<file path="config.mk">
export PLATFORM = sky130hd
export DESIGN_NAME = reg_dump
export DESIGN_NICKNAME = d
export VERILOG_FILES = /design/src/rtl/reg_dump.sv
export SDC_FILE = /design/constraint.sdc
export NUM_CORES = 1
export LEC_CHECK = 0
export ABC_AREA = 1
export BUFFER_PORTS_ARGS = -buffer_cell sky130_fd_sc_hd__buf_2
export CORE_MARGIN = 4
export CORE_UTILIZATION = 51
export CTS_CLUSTER_DIAMETER = 120
export CTS_CLUSTER_SIZE = 14
export DETAILED_ROUTE_END_ITERATION = 16
export PLACE_DENSITY = 0.94
export SLEW_MARGIN = 20
export SYNTH_ARGS = -nofsm -noshare
export SYNTH_HDL_FRONTEND = slang
export SYNTH_SLANG_ARGS = --single-unit
</file>
<file path="constraint.sdc">
create_clock -name clk -period 2.6 [get_ports clk]
set_input_delay 0.39 -clock clk [delete_from_list [all_inputs] [get_ports clk]]
set_output_delay 0.39 -clock clk [all_outputs]
set_load 0.02 [all_outputs]
</file>
<file path="src/rtl/reg_dump.sv">
// Debug read-out engine: walks a wrapping range of X0..X31 through a spare
// combinational read port and streams each value as an indexed valid/ready beat.
module reg_dump #(
    parameter int DATA_W   = 64,
    parameter bit ZERO_X31 = 1'b1
) (
    input  logic              clk,
    input  logic              rst,
    input  logic              start,
    input  logic [4:0]        first_reg,
    input  logic [4:0]        last_reg,
    input  logic              abort,
    output logic [4:0]        rd_addr,
    input  logic [DATA_W-1:0] rd_data,
    output logic              m_valid,
    input  logic              m_ready,
    output logic [4:0]        m_idx,
    output logic [DATA_W-1:0] m_data,
    output logic              busy,
    output logic              done
);

    // state | meaning
    // IDLE  | waiting for start; rd_addr holds its last value
    // FETCH | one cycle: capture the first register into the output beat
    // SEND  | beat valid; each handshake reloads from the next register
    typedef enum logic [1:0] {IDLE, FETCH, SEND} state_t;

    state_t            state, state_nxt;
    logic [4:0]        idx, idx_nxt;
    logic [4:0]        remaining, remaining_nxt;
    logic [4:0]        m_idx_nxt;
    logic              m_valid_nxt, done_nxt;
    logic [DATA_W-1:0] m_data_nxt;
    logic [DATA_W-1:0] rd_value;
    logic              xfer;

    // X31 reads as the zero register when enabled
    assign rd_value = (ZERO_X31 && idx == 5'd31) ? '0 : rd_data;
    assign rd_addr  = idx;
    assign busy     = (state != IDLE);
    assign xfer     = m_valid && m_ready;

    always_comb begin
        state_nxt     = state;
        idx_nxt       = idx;
        remaining_nxt = remaining;
        m_idx_nxt     = m_idx;
        m_data_nxt    = m_data;
        m_valid_nxt   = m_valid;
        done_nxt      = 1'b0;
        case (state)
            IDLE: begin
                if (start) begin
                    idx_nxt       = first_reg;
                    remaining_nxt = last_reg - first_reg;
                    state_nxt     = FETCH;
                end
            end
            FETCH: begin
                if (abort) begin
                    m_valid_nxt = 1'b0;
                    state_nxt   = IDLE;
                end else begin
                    m_data_nxt  = rd_value;
                    m_idx_nxt   = idx;
                    m_valid_nxt = 1'b1;
                    idx_nxt     = idx + 5'd1;
                    state_nxt   = SEND;
                end
            end
            SEND: begin
                if (abort) begin
                    m_valid_nxt = 1'b0;
                    state_nxt   = IDLE;
                end else if (xfer) begin
                    if (remaining != 5'd0) begin
                        m_data_nxt    = rd_value;
                        m_idx_nxt     = idx;
                        idx_nxt       = idx + 5'd1;
                        remaining_nxt = remaining - 5'd1;
                    end else begin
                        m_valid_nxt = 1'b0;
                        done_nxt    = 1'b1;
                        state_nxt   = IDLE;
                    end
                end
            end
            default: begin
                m_valid_nxt = 1'b0;
                state_nxt   = IDLE;
            end
        endcase
    end

    always_ff @(posedge clk) begin
        if (rst) begin
            state     <= IDLE;
            idx       <= '0;
            remaining <= '0;
            m_idx     <= '0;
            m_data    <= '0;
            m_valid   <= 1'b0;
            done      <= 1'b0;
        end else begin
            state     <= state_nxt;
            idx       <= idx_nxt;
            remaining <= remaining_nxt;
            m_idx     <= m_idx_nxt;
            m_data    <= m_data_nxt;
            m_valid   <= m_valid_nxt;
            done      <= done_nxt;
        end
    end

endmodule

</file>
After elaboration in Yosys (flattened, before gate mapping):

Cells that the tools add are included.

* flip-flop bits (word level): 83
* bits of input ports: 79
* word-level logic and storage cells: 70

* $add $sub $neg: 3
* equality and inequality tests: 10
* muxes and demuxes: 34
* bitwise operators: 3
* reduce and logical (&&, ||, !) cells: 13

Operators by type and width (count)
* $mux 64: 5
* $pmux 64 s2: 1
* $mux 5: 13
* $pmux 5 s2: 2
* $pmux 5 s3: 1
* $mux 2: 5
* $ne 2x2->1 const B: 5
* $reduce_and 5->1: 2
* $ne 3x3->1 const B: 2
* $pmux 2 s3: 1
* $reduce_and 3->1: 2
* $reduce_and 6->1: 1
* $reduce_bool 2->1: 3
* $add 5x1->5 const B: 1
* $eq 5x5->1 const B: 1
* $mux 1: 5
* $reduce_bool 5->1: 1
* $sub 5x1->5 const B: 1
* $sub 5x5->5: 1
* $reduce_or 4->1: 1
* $not 1->1: 3
* $pmux 1 s3: 1
* $reduce_bool 3->1: 1
* $eq 2x1->1 const B: 1
* 3 further kinds: 3

Longest topological paths before layout:

Gate-level depths: netlist of run 1.

* depth in word-level cells: 6
* gate-level depth with buffers: 12
* depth with buffers taken out: 11

Least setup slack after synthesis of run 1:

OpenSTA, ideal clock, no wires.

* path type: register to register
* from: register idx[1], in the netlist rd_addr[1]
* to: register m_data[0]
* library setup time: 128 ps
* data arrival time: 1510 ps
* data required time: 2472 ps
* path slack: 962 ps
* cell stages (with the launch flop): 11
* path buffers: 1
* clock period less this slack: 1638 ps
* cells stage by stage: dfxtp_1 ha_1 nand2_1 nor2_1 ha_1 inv_2 clkbuf_1 nand2_1 nand3_1 nand2_1 nor2_1

* longest elaborated chain between the ends: 6
* elaborated cells between the ends (all ways): 7

RTL lines
* start: declaration: RTL line 30 `logic [4:0] idx, idx_nxt;`
* start signal: assignment: RTL line 107 `idx <= idx_nxt;`
* $eq 5x5->1 (*): RTL line 39 `assign rd_value = (ZERO_X31 && idx == 5'd31) ? '0 : rd_data;`
* $mux 64 (*): RTL line 39
* $mux 64: RTL line 77 `if (remaining != 5'd0) begin`
* $mux 64: RTL line 76 `end else if (xfer) begin`
* $mux 64: RTL line 73 `if (abort) begin`
* $pmux 64 s2 (*): RTL line 52 `case (state)`
* end signal: assignment: RTL line 110 `m_data <= m_data_nxt;`
* end: declaration: RTL line 18 `output logic [DATA_W-1:0] m_data,`

Every way passes the cells marked *; elsewhere a longest branch is shown, timed or not. The select of a mux whose other input is x is not followed.
A chain may end at the register's enable or synchronous reset.

Worst setup path after layout of run 1:

* from: register remaining[0]
* to: register idx[4], in the netlist rd_addr[4]

* longest elaborated chain between the ends: 3

RTL lines
* start: declaration: RTL line 31 `logic [4:0] remaining, remaining_nxt;`
* start signal: assignment: RTL line 108 `remaining <= remaining_nxt;`
* $reduce_bool 5->1: RTL line 77
* $ne 2x2->1 (no source line)
* $reduce_and 6->1 (no source line)

No other way between the ends.

==> results of run 1 <==
metal layers:
layer | vias up | share of wire, % | global-route usage [%]
met1 | 1870 | 43 | 26.3
met3 | 11 | 7.2 | 4.81
met5 | - | 0 | 0
met2 | 148 | 48 | 35.5
met4 | 0 | 0.97 | 7.46
li1 | 2277 | - | -
worst min-delay path by stage:
stage,endpoint,depth (start not counted)
after floorplan,remaining[0]$_SDFFE_PP0P_,2
after global placement,remaining[0]$_SDFFE_PP0P_,2
after detailed placement,m_idx[0]$_SDFFE_PP0P_,2
after CTS,m_data[43]$_SDFFE_PP0P_,3
after global routing,m_data[36]$_SDFFE_PP0P_,3
final,m_data[43]$_SDFFE_PP0P_,3
cell usage after synthesis (all sizes together):
cell type and instances:
fa 1, clkbuf 16, inv 93, a21oi 33, buf 20, nor2 96
nand4 3, nor3b 2, nor4 1, or2 4, nand2 234, o21ai 8
xor2 1, clkinv 1, nand3 59, dfxtp 83, mux2 1, ha 11
report_power, final:
group          internal, W  switching, W
Combinational      0.00104       0.00203
Clock             0.000666      0.000443
Sequential         0.00171      0.000249
cells by family (layout without fill, tap and decap cells):
| logic type | Yosys count | after routing | share of synthesized area (%) |
|---|---|---|---|
| and+or+nand+nor | 399 | 399 | 38.5 |
| DFF | 83 | 83 | 39.3 |
| xor gates and xnor gates | 1 | 1 | 0.207 |
| AOI/OAI and AO/OA | 41 | 41 | 4.94 |
| buffers and inverters | 130 | 272 | 13.1 |
| adders and majority gates | 12 | 12 | 3.73 |
| muxes | 1 | 1 | 0.266 |
cell usage in the layout, fill, tap and decap left out, types with 3 or more instances in the layout:
cell / n
a21oi_1: 33
buf_2: 155
buf_4: 6
bufinv_16: 3
clkbuf_8: 10
dfxtp_1: 83
ha_1: 11
inv_1: 92
nand2_1: 230
nand3_1: 58
nand4_1: 3
nor2_1: 95
o21ai_0: 7
or2_2: 4
worst min-delay path: stages:
cell     delay [ps]
buf_2            70
a21oi_1          50
nor2_1           70
sequential cells by signal (all words and copies together) (netlist names):
name,count
done,1
m_data,64
m_idx,5
m_valid,1
rd_addr,5
remaining,5
state,2
metrics by stage:
step / util, % / hold WS (ps) / instance area (um2) / setup WS [ps]
finish: 66.5 / 283 / 5250 / 536
global route: 66.5 / 268 / 5250 / 356
CTS: 66.5 / 265 / 5250 / 557
detailed placement: 63.4 / 459 / 5000 / 612
global placement: 63.4 / 462 / 5000 / 688
floorplan: - / 455 / 4230 / 962
cell type report:
| class | instances | area [um2] | area share (%) |
|---|---|---|---|
| clock inverters | 4 | 97.6 | 1.86 |
| multi-input cells | 454 | 2020 | 38.5 |
| repair buffers | 162 | 841 | 16.0 |
| clock buffers | 12 | 145 | 2.77 |
| inverters | 94 | 353 | 6.73 |
| well taps | 102 | 128 | 2.43 |
| flip-flops and latches | 83 | 1660 | 31.7 |
==> flow_summary.toml, run 1 <==
[setup_path]
r2r_end = "rd_addr[4]$_SDFFE_PP0P_"
worstPathBufferInverterCount = 2
cp_slowest_cell = "buf_4"
crit_fanout = 35
start_kind = "register"
crit_cells = 10
critPathRequiredTime_ps = 2870
cp_cell_sequence = "inv_1, ha_1, nand3_2, nand2_2, nand2_4, buf_4, nand2_1, nand2_1, nand2_1, nor2_1"
crit_arrival_ps = 2340
reg2reg_from = "remaining[0]$_SDFFE_PP0P_"
crit_start = "remaining[0]$_SDFFE_PP0P_"
cp-end-kind = "register"
max_stage_delay_ps = 370
crit_end = "rd_addr[4]$_SDFFE_PP0P_"
reg2reg_depth = 10
worst-setup-path-type = "reg2reg"
crit_top_cell = "nand2_1"
crit_family = "simple AND/OR/NAND/NOR gates"
r2r_slack_ps = 540

[synth]
yosysTopAreaCell = "dfxtp_1"
synth.ff_latch_count = 83
synth_area_mm2 = 0.00423
avgSynthCellArea_um2 = 6.34
syn-num-nets = 758
synth_cell_types = 27
netlist_instances = 667
netlist.area_leader.share_pct = 39.3
yosys_warnings = 0
synth.area.top_cells = "dfxtp_1, nand2_1, nor2_1"
yosysSeqAreaShare_pct = 39.3

[run]
maxCapViolCount = 0

[layout]
drive_above_1_share_pct = 23.4
n_antenna_cell = 0
area.growth.synth_to_final_pct = 24.1
final_nets = 895
n_fill_cell = 728
stdcell_count = 911

[clock_tree]
cts.sinks = 83
clk_pin_slew_ps = 80
clk_latency_ps = 340
cts-root-buf = "clkbuf_8"
hold_buffers = 0
cts_tree = "built"
ctsResizeCount = 0
htreeDepth = 3
postCtsSetupRepairBufs = 0
clock_path_buffers = 2
cts_made_buffers = 9

[routing]
drc = 0
wl_per_cell_um = 11.6
dr_total_vias = 4306
via_per_inst = 4.73
drt_pass1_iterations = 4
drt_wl_total_um = 10600
postRouteAntennaNets = 0
drt-initial-drc-count = 166

[global_routing]
grt-ovfl-total = 0
grt_pass1_wl_um = 17300
grt_pass1_vias = 3890
grt_max_degree = 76
antenna_found_initial = 0
grt.total_usage_pct = 21.1

[sta]
slew_viol_final = 0
slew_headroom_pct = 66.0
timing.fmax_mhz = 485
rsz0062_at_grt = "false"
hold_viol = 0
setup_viol = 0
period_share_pct = 79.4
tightest_slew_ps = 510
period_minus_slack_ps = 2060
worst_clock_skew_ps = 12.4
finalSetupTns_ps = 0

[floorplanning]
core_area_mm2 = 0.00789
die_h_um = 99.1
dieArea_mm2 = 0.00981
start_util_pct = 53.6
die_w_um = 99.1
io_pins = 156
num_rows = 32

[hold_path]
worstHoldStart = "rd_data[43]"
hp-class = "in2reg"

[placed_design]
dp_cells = 895
gp_congestion = 0.832
hpwlAfterDp_um = 7540
io_buffers = 155

[pwr]
power_w = 0.00614
p_leak_nw = 3.03
power.density_mw_per_mm2 = 1170
vdd_ir_drop_max_mv = 0.612

[outcome]
status = "complete, no violations"
No activity file was read; power rests on OpenSTA's default activity.
==> inputs of run 2 (changes only) <==
- CORE_UTILIZATION: 51 -> 45
- PLACE_DENSITY: 0.94 -> 0.89
- clock period: 2.6 -> 1.77 ns (I/O delays scaled with it)
==> flow_summary.toml, run 2 (synthesis results as in run 1) <==
[global_routing]
grt-ovfl-total = 0
grt_max_degree = 65
grt_pass1_wl_um = 17500
grt_pass1_vias = 3843
antenna_found_initial = 0
grt.total_usage_pct = 19.0

[sta]
timing.fmax_mhz = 615
slew_viol_final = 0
setup_viol = 0
period_share_pct = 91.9
slew_headroom_pct = 66.0
hold_viol = 0
worst_clock_skew_ps = 10.8
tightest_slew_ps = 509
period_minus_slack_ps = 1630

[setup_path]
critPathRequiredTime_ps = 2000
start_kind = "register"
crit_arrival_ps = 1860
cp-end-kind = "register"
crit_fanout = 20
worst-setup-path-type = "reg2reg"

[clock_tree]
cts-root-buf = "clkbuf_8"
clk_latency_ps = 340
clk_pin_slew_ps = 80
clock_path_buffers = 2
htreeDepth = 3
hold_buffers = 0
cts_tree = "built"
cts.sinks = 83
cts_made_buffers = 9

[routing]
drt_wl_total_um = 11100
drt_pass1_iterations = 5
wl_per_cell_um = 11.8
postRouteAntennaNets = 0
via_per_inst = 4.61
drc = 0
drt-initial-drc-count = 205
dr_total_vias = 4323

[layout]
n_antenna_cell = 0
fin_util_pct = 59.5
area.growth.synth_to_final_pct = 29.5
final_cell_mix = "nand2_1, buf_2, nor2_1"
largest_register_ff_count = 64
stdcell_count = 938
drive_above_1_share_pct = 25.6
final_nets = 914
top_register = "m_data"
final_common_cell = "nand2_1"
postLayoutCellArea_mm2 = 0.00547
n_fill_cell = 939

[placed_design]
gp_congestion = 0.870
io_buffers = 155
hpwlAfterDp_um = 7600
place_area_mm2 = 0.00511
dp_cells = 913

[floorplanning]
die_h_um = 105
io_pins = 156
core_area_mm2 = 0.00920
die_w_um = 105
num_rows = 35
dieArea_mm2 = 0.0110
start_util_pct = 46.0

[outcome]
status = "complete, no violations"

[hold_path]
hp-class = "in2reg"

[run]
maxCapViolCount = 0

[pwr]
vdd_ir_drop_max_mv = 0.731
p_leak_nw = 3.15
power_w = 0.00931
power.density_mw_per_mm2 = 1700
## run 2: cell count changes in the layout (fill, tap and decap cells not counted), moves of 2 or more
cell	previous run	this run
nor2_1	95	93
clkinv_2	0	2
nor2_2	1	3
clkbuf_16	0	2
nand2_8	0	2
buf_4	6	18
## run 2: metal layers
layer | vias to the layer above | part of all wire [%] | global-route usage, %
met5 | - | 0 | 0
met1 | 1878 | 45 | 24.7
li1 | 2314 | - | -
met2 | 129 | 48 | 31.6
met4 | 0 | 0.13 | 4.12
met3 | 2 | 6.9 | 4.94
## run 2: where the power goes
part	leakage [nW]	internal (W)	switching, W
logic	2.36	0.00188	0.00313
registers	0.680	0.00251	0.000341
clock network	0.106	0.000786	0.000659
total	3.15	0.00518	0.00413
## run 2: final timing paths
check | start | end | slack (ps) | cells after the start
min | rd_data[39] | m_data[39]$_SDFFE_PP0P_ | 160 | 3
min reg2reg | m_idx[3]$_SDFFE_PP0P_ | m_idx[3]$_SDFFE_PP0P_ | 460 | 2
max | state[0]$_SDFFE_PP0P_ | m_data[43]$_SDFFE_PP0P_ | 140 | 8
max reg2reg | state[0]$_SDFFE_PP0P_ | m_data[43]$_SDFFE_PP0P_ | 140 | 8
## run 2: critical path: stages, from the launching register on
cell       delay [ps]
dfxtp_1           330
inv_1             110
ha_2              290
nand2_2           120
o21ai_4           130
nand2_8           150
clkbuf_16         210
a21oi_1           130
nor2_1             60
## run 2: final cells by class
type	instances	area [um2]	area share, %
Clock inverter	5	78.8	1.44
Clock buffer	10	128	2.33
Tap cell	111	139	2.54
Timing Repair Buffer	180	1050	19.3
Inverter	94	353	6.45
Multi-Input combinational cell	455	2060	37.6
Sequential cell	83	1660	30.4
## run 2: timing repair
action                                 CTS  global route
buffers inserted                         0             7
setup endpoints to repair                0            75
endpoints found under the hold margin    0             0
gates resized for setup                  0            10
## run 2: per-stage QoR
step / TNS [ps] / hold slack (ps) / setup WS [ps]
after floorplan: 0 / 407 / 132
after global placement: 0 / 446 / 114
after detailed placement: 0 / 450 / 81.1
after CTS: 0 / 133 / 73.6
after global routing: -4.13 / 158 / -4.13
final: 0 / 156 / 144
==> inputs of run 3 (changes only) <==
==> constraint.sdc (replaced) <==
create_clock -name clk -period 1.77 [get_ports clk]
set_input_delay 0.0885 -clock clk [delete_from_list [all_inputs] [get_ports clk]]
set_output_delay 0.0885 -clock clk [all_outputs]
set_load 0.02 [all_outputs]
==> flow_summary.toml, run 3 (synthesis results as in run 1) <==
[sta]
hold_viol = 0
period_minus_slack_ps = 1670
tightest_slew_ps = 516
setup_viol = 0
worst_clock_skew_ps = 9.29
timing.fmax_mhz = 601
rsz0062_at_grt = "true"
slew_headroom_pct = 65.6
slew_viol_final = 0
period_share_pct = 94.1
whs_ps = 14.5

[setup_path]
r2r_end = "m_data[30]$_SDFFE_PP0P_"
reg2reg_depth = 9
reg2reg_from = "state[0]$_SDFFE_PP0P_"
worst-setup-path-type = "reg2reg"
r2r_slack_ps = 100
cp-end-kind = "register"
critPathRequiredTime_ps = 2040
start_kind = "register"
crit_arrival_ps = 1930
crit_fanout = 21

[layout]
drive_above_1_share_pct = 24.6
final_nets = 927
n_antenna_cell = 0
final_common_cell = "nand2_1"
largest_register_ff_count = 64
final_cell_mix = "nand2_1, buf_2, nor2_1"
n_fill_cell = 901
top_register = "m_data"
postLayoutCellArea_mm2 = 0.00560
area.growth.synth_to_final_pct = 32.5

[floorplanning]
core_area_mm2 = 0.00920
die_w_um = 105
start_util_pct = 46.0
num_rows = 35
dieArea_mm2 = 0.0110
io_pins = 156
die_h_um = 105

[clock_tree]
clk_pin_slew_ps = 80
cts-root-buf = "clkbuf_8"
cts_tree = "built"
cts_made_buffers = 9
cts.sinks = 83
htreeDepth = 3
clk_latency_ps = 340
clock_path_buffers = 2

[pwr]
power_w = 0.00924
p_leak_nw = 3.19
vdd_ir_drop_max_mv = 0.719
power.density_mw_per_mm2 = 1650

[placed_design]
hpwlAfterDp_um = 7600
gp_congestion = 0.870
place_area_mm2 = 0.00511
io_buffers = 155

[routing]
drt_pass1_iterations = 5
via_per_inst = 4.65
drt_wl_total_um = 11300
postRouteAntennaNets = 0
dr_total_vias = 4423
wl_per_cell_um = 11.9
drt-initial-drc-count = 204
drc = 0

[global_routing]
grt-ovfl-total = 0
grt.total_usage_pct = 19.7
antenna_found_initial = 0
grt_pass1_vias = 3978
grt_max_degree = 65
grt_pass1_wl_um = 18200

[hold_path]
worstHoldStart = "rd_data[43]"
min_path_cells = 3
min_to = "m_data[43]$_SDFFE_PP0P_"
hp-class = "in2reg"

[run]
maxCapViolCount = 0

[outcome]
status = "complete, no violations"
[run 3: per-stage QoR]
stage	TNS, ps	utilization [%]	cells	setup slack [ps]
floorplan	0	-	667	132
global placement	0	55.5	913	114
detailed placement	0	55.5	913	81.1
CTS	0	59.9	947	73.6
global route	-7.65	60.9	951	-7.65
finish	0	60.9	951	105
[run 3: layer usage]
| metal | GRT usage, % | part of all wire, % |
|---|---|---|
| met3 | 4.63 | 6.1 |
| met2 | 33.1 | 49 |
| met5 | 0 | 0 |
| met4 | 4.50 | 0.68 |
| met1 | 25.6 | 44 |
[run 3: worst max path at each step]
| stage | start | endpoint | slack, ps | cells after the start |
|---|---|---|---|---|
| finish | state[0]$_SDFFE_PP0P_ | m_data[30]$_SDFFE_PP0P_ | 100 | 9 |
| global route | remaining[0]$_SDFFE_PP0P_ | m_data[52]$_SDFFE_PP0P_ | -8 | 10 |
| CTS | state[0]$_SDFFE_PP0P_ | remaining[1]$_SDFFE_PP0P_ | 70 | 9 |
| detailed placement | state[0]$_SDFFE_PP0P_ | remaining[1]$_SDFFE_PP0P_ | 80 | 9 |
| global placement | state[0]$_SDFFE_PP0P_ | remaining[0]$_SDFFE_PP0P_ | 110 | 9 |
| floorplan | rd_addr[1]$_SDFFE_PP0P_ | m_data[0]$_SDFFE_PP0P_ | 130 | 10 |
[run 3: worst max-delay path, cell delays in order, from the launching register on]
cell and delay (ps):
dfxtp_1 330, inv_1 110, ha_2 280, nand2_2 120, o21ai_4 160, nand2_8 130
buf_12 170, nand2_1 70, nand2_1 70, nor2_1 140
[run 3: final cells by class]
| cell class | count | area (um2) | area share [%] |
|---|---|---|---|
| Sequential cell | 83 | 1660 | 29.7 |
| Timing Repair Buffer | 193 | 1180 | 21.1 |
| Inverter | 94 | 353 | 6.30 |
| Tap cell | 111 | 139 | 2.48 |
| Clock inverter | 5 | 78.8 | 1.41 |
| Clock buffer | 10 | 128 | 2.28 |
| Multi-Input combinational cell | 455 | 2060 | 36.8 |
[run 3: where the power goes]
part           internal [W]  total [W]  switching [W]
clock network      0.000786    0.00145       0.000661
logic               0.00183    0.00494        0.00312
registers           0.00251    0.00285       0.000340
total               0.00513    0.00924        0.00412
[run 3: repair_timing]
| action | CTS | global route |
|---|---|---|
| hold buffers | 19 | 0 |
| hold endpoints to repair | 19 | 0 |
| setup endpoints to repair | 0 | 75 |
| buffers inserted | 0 | 2 |
| resized for setup | 0 | 11 |
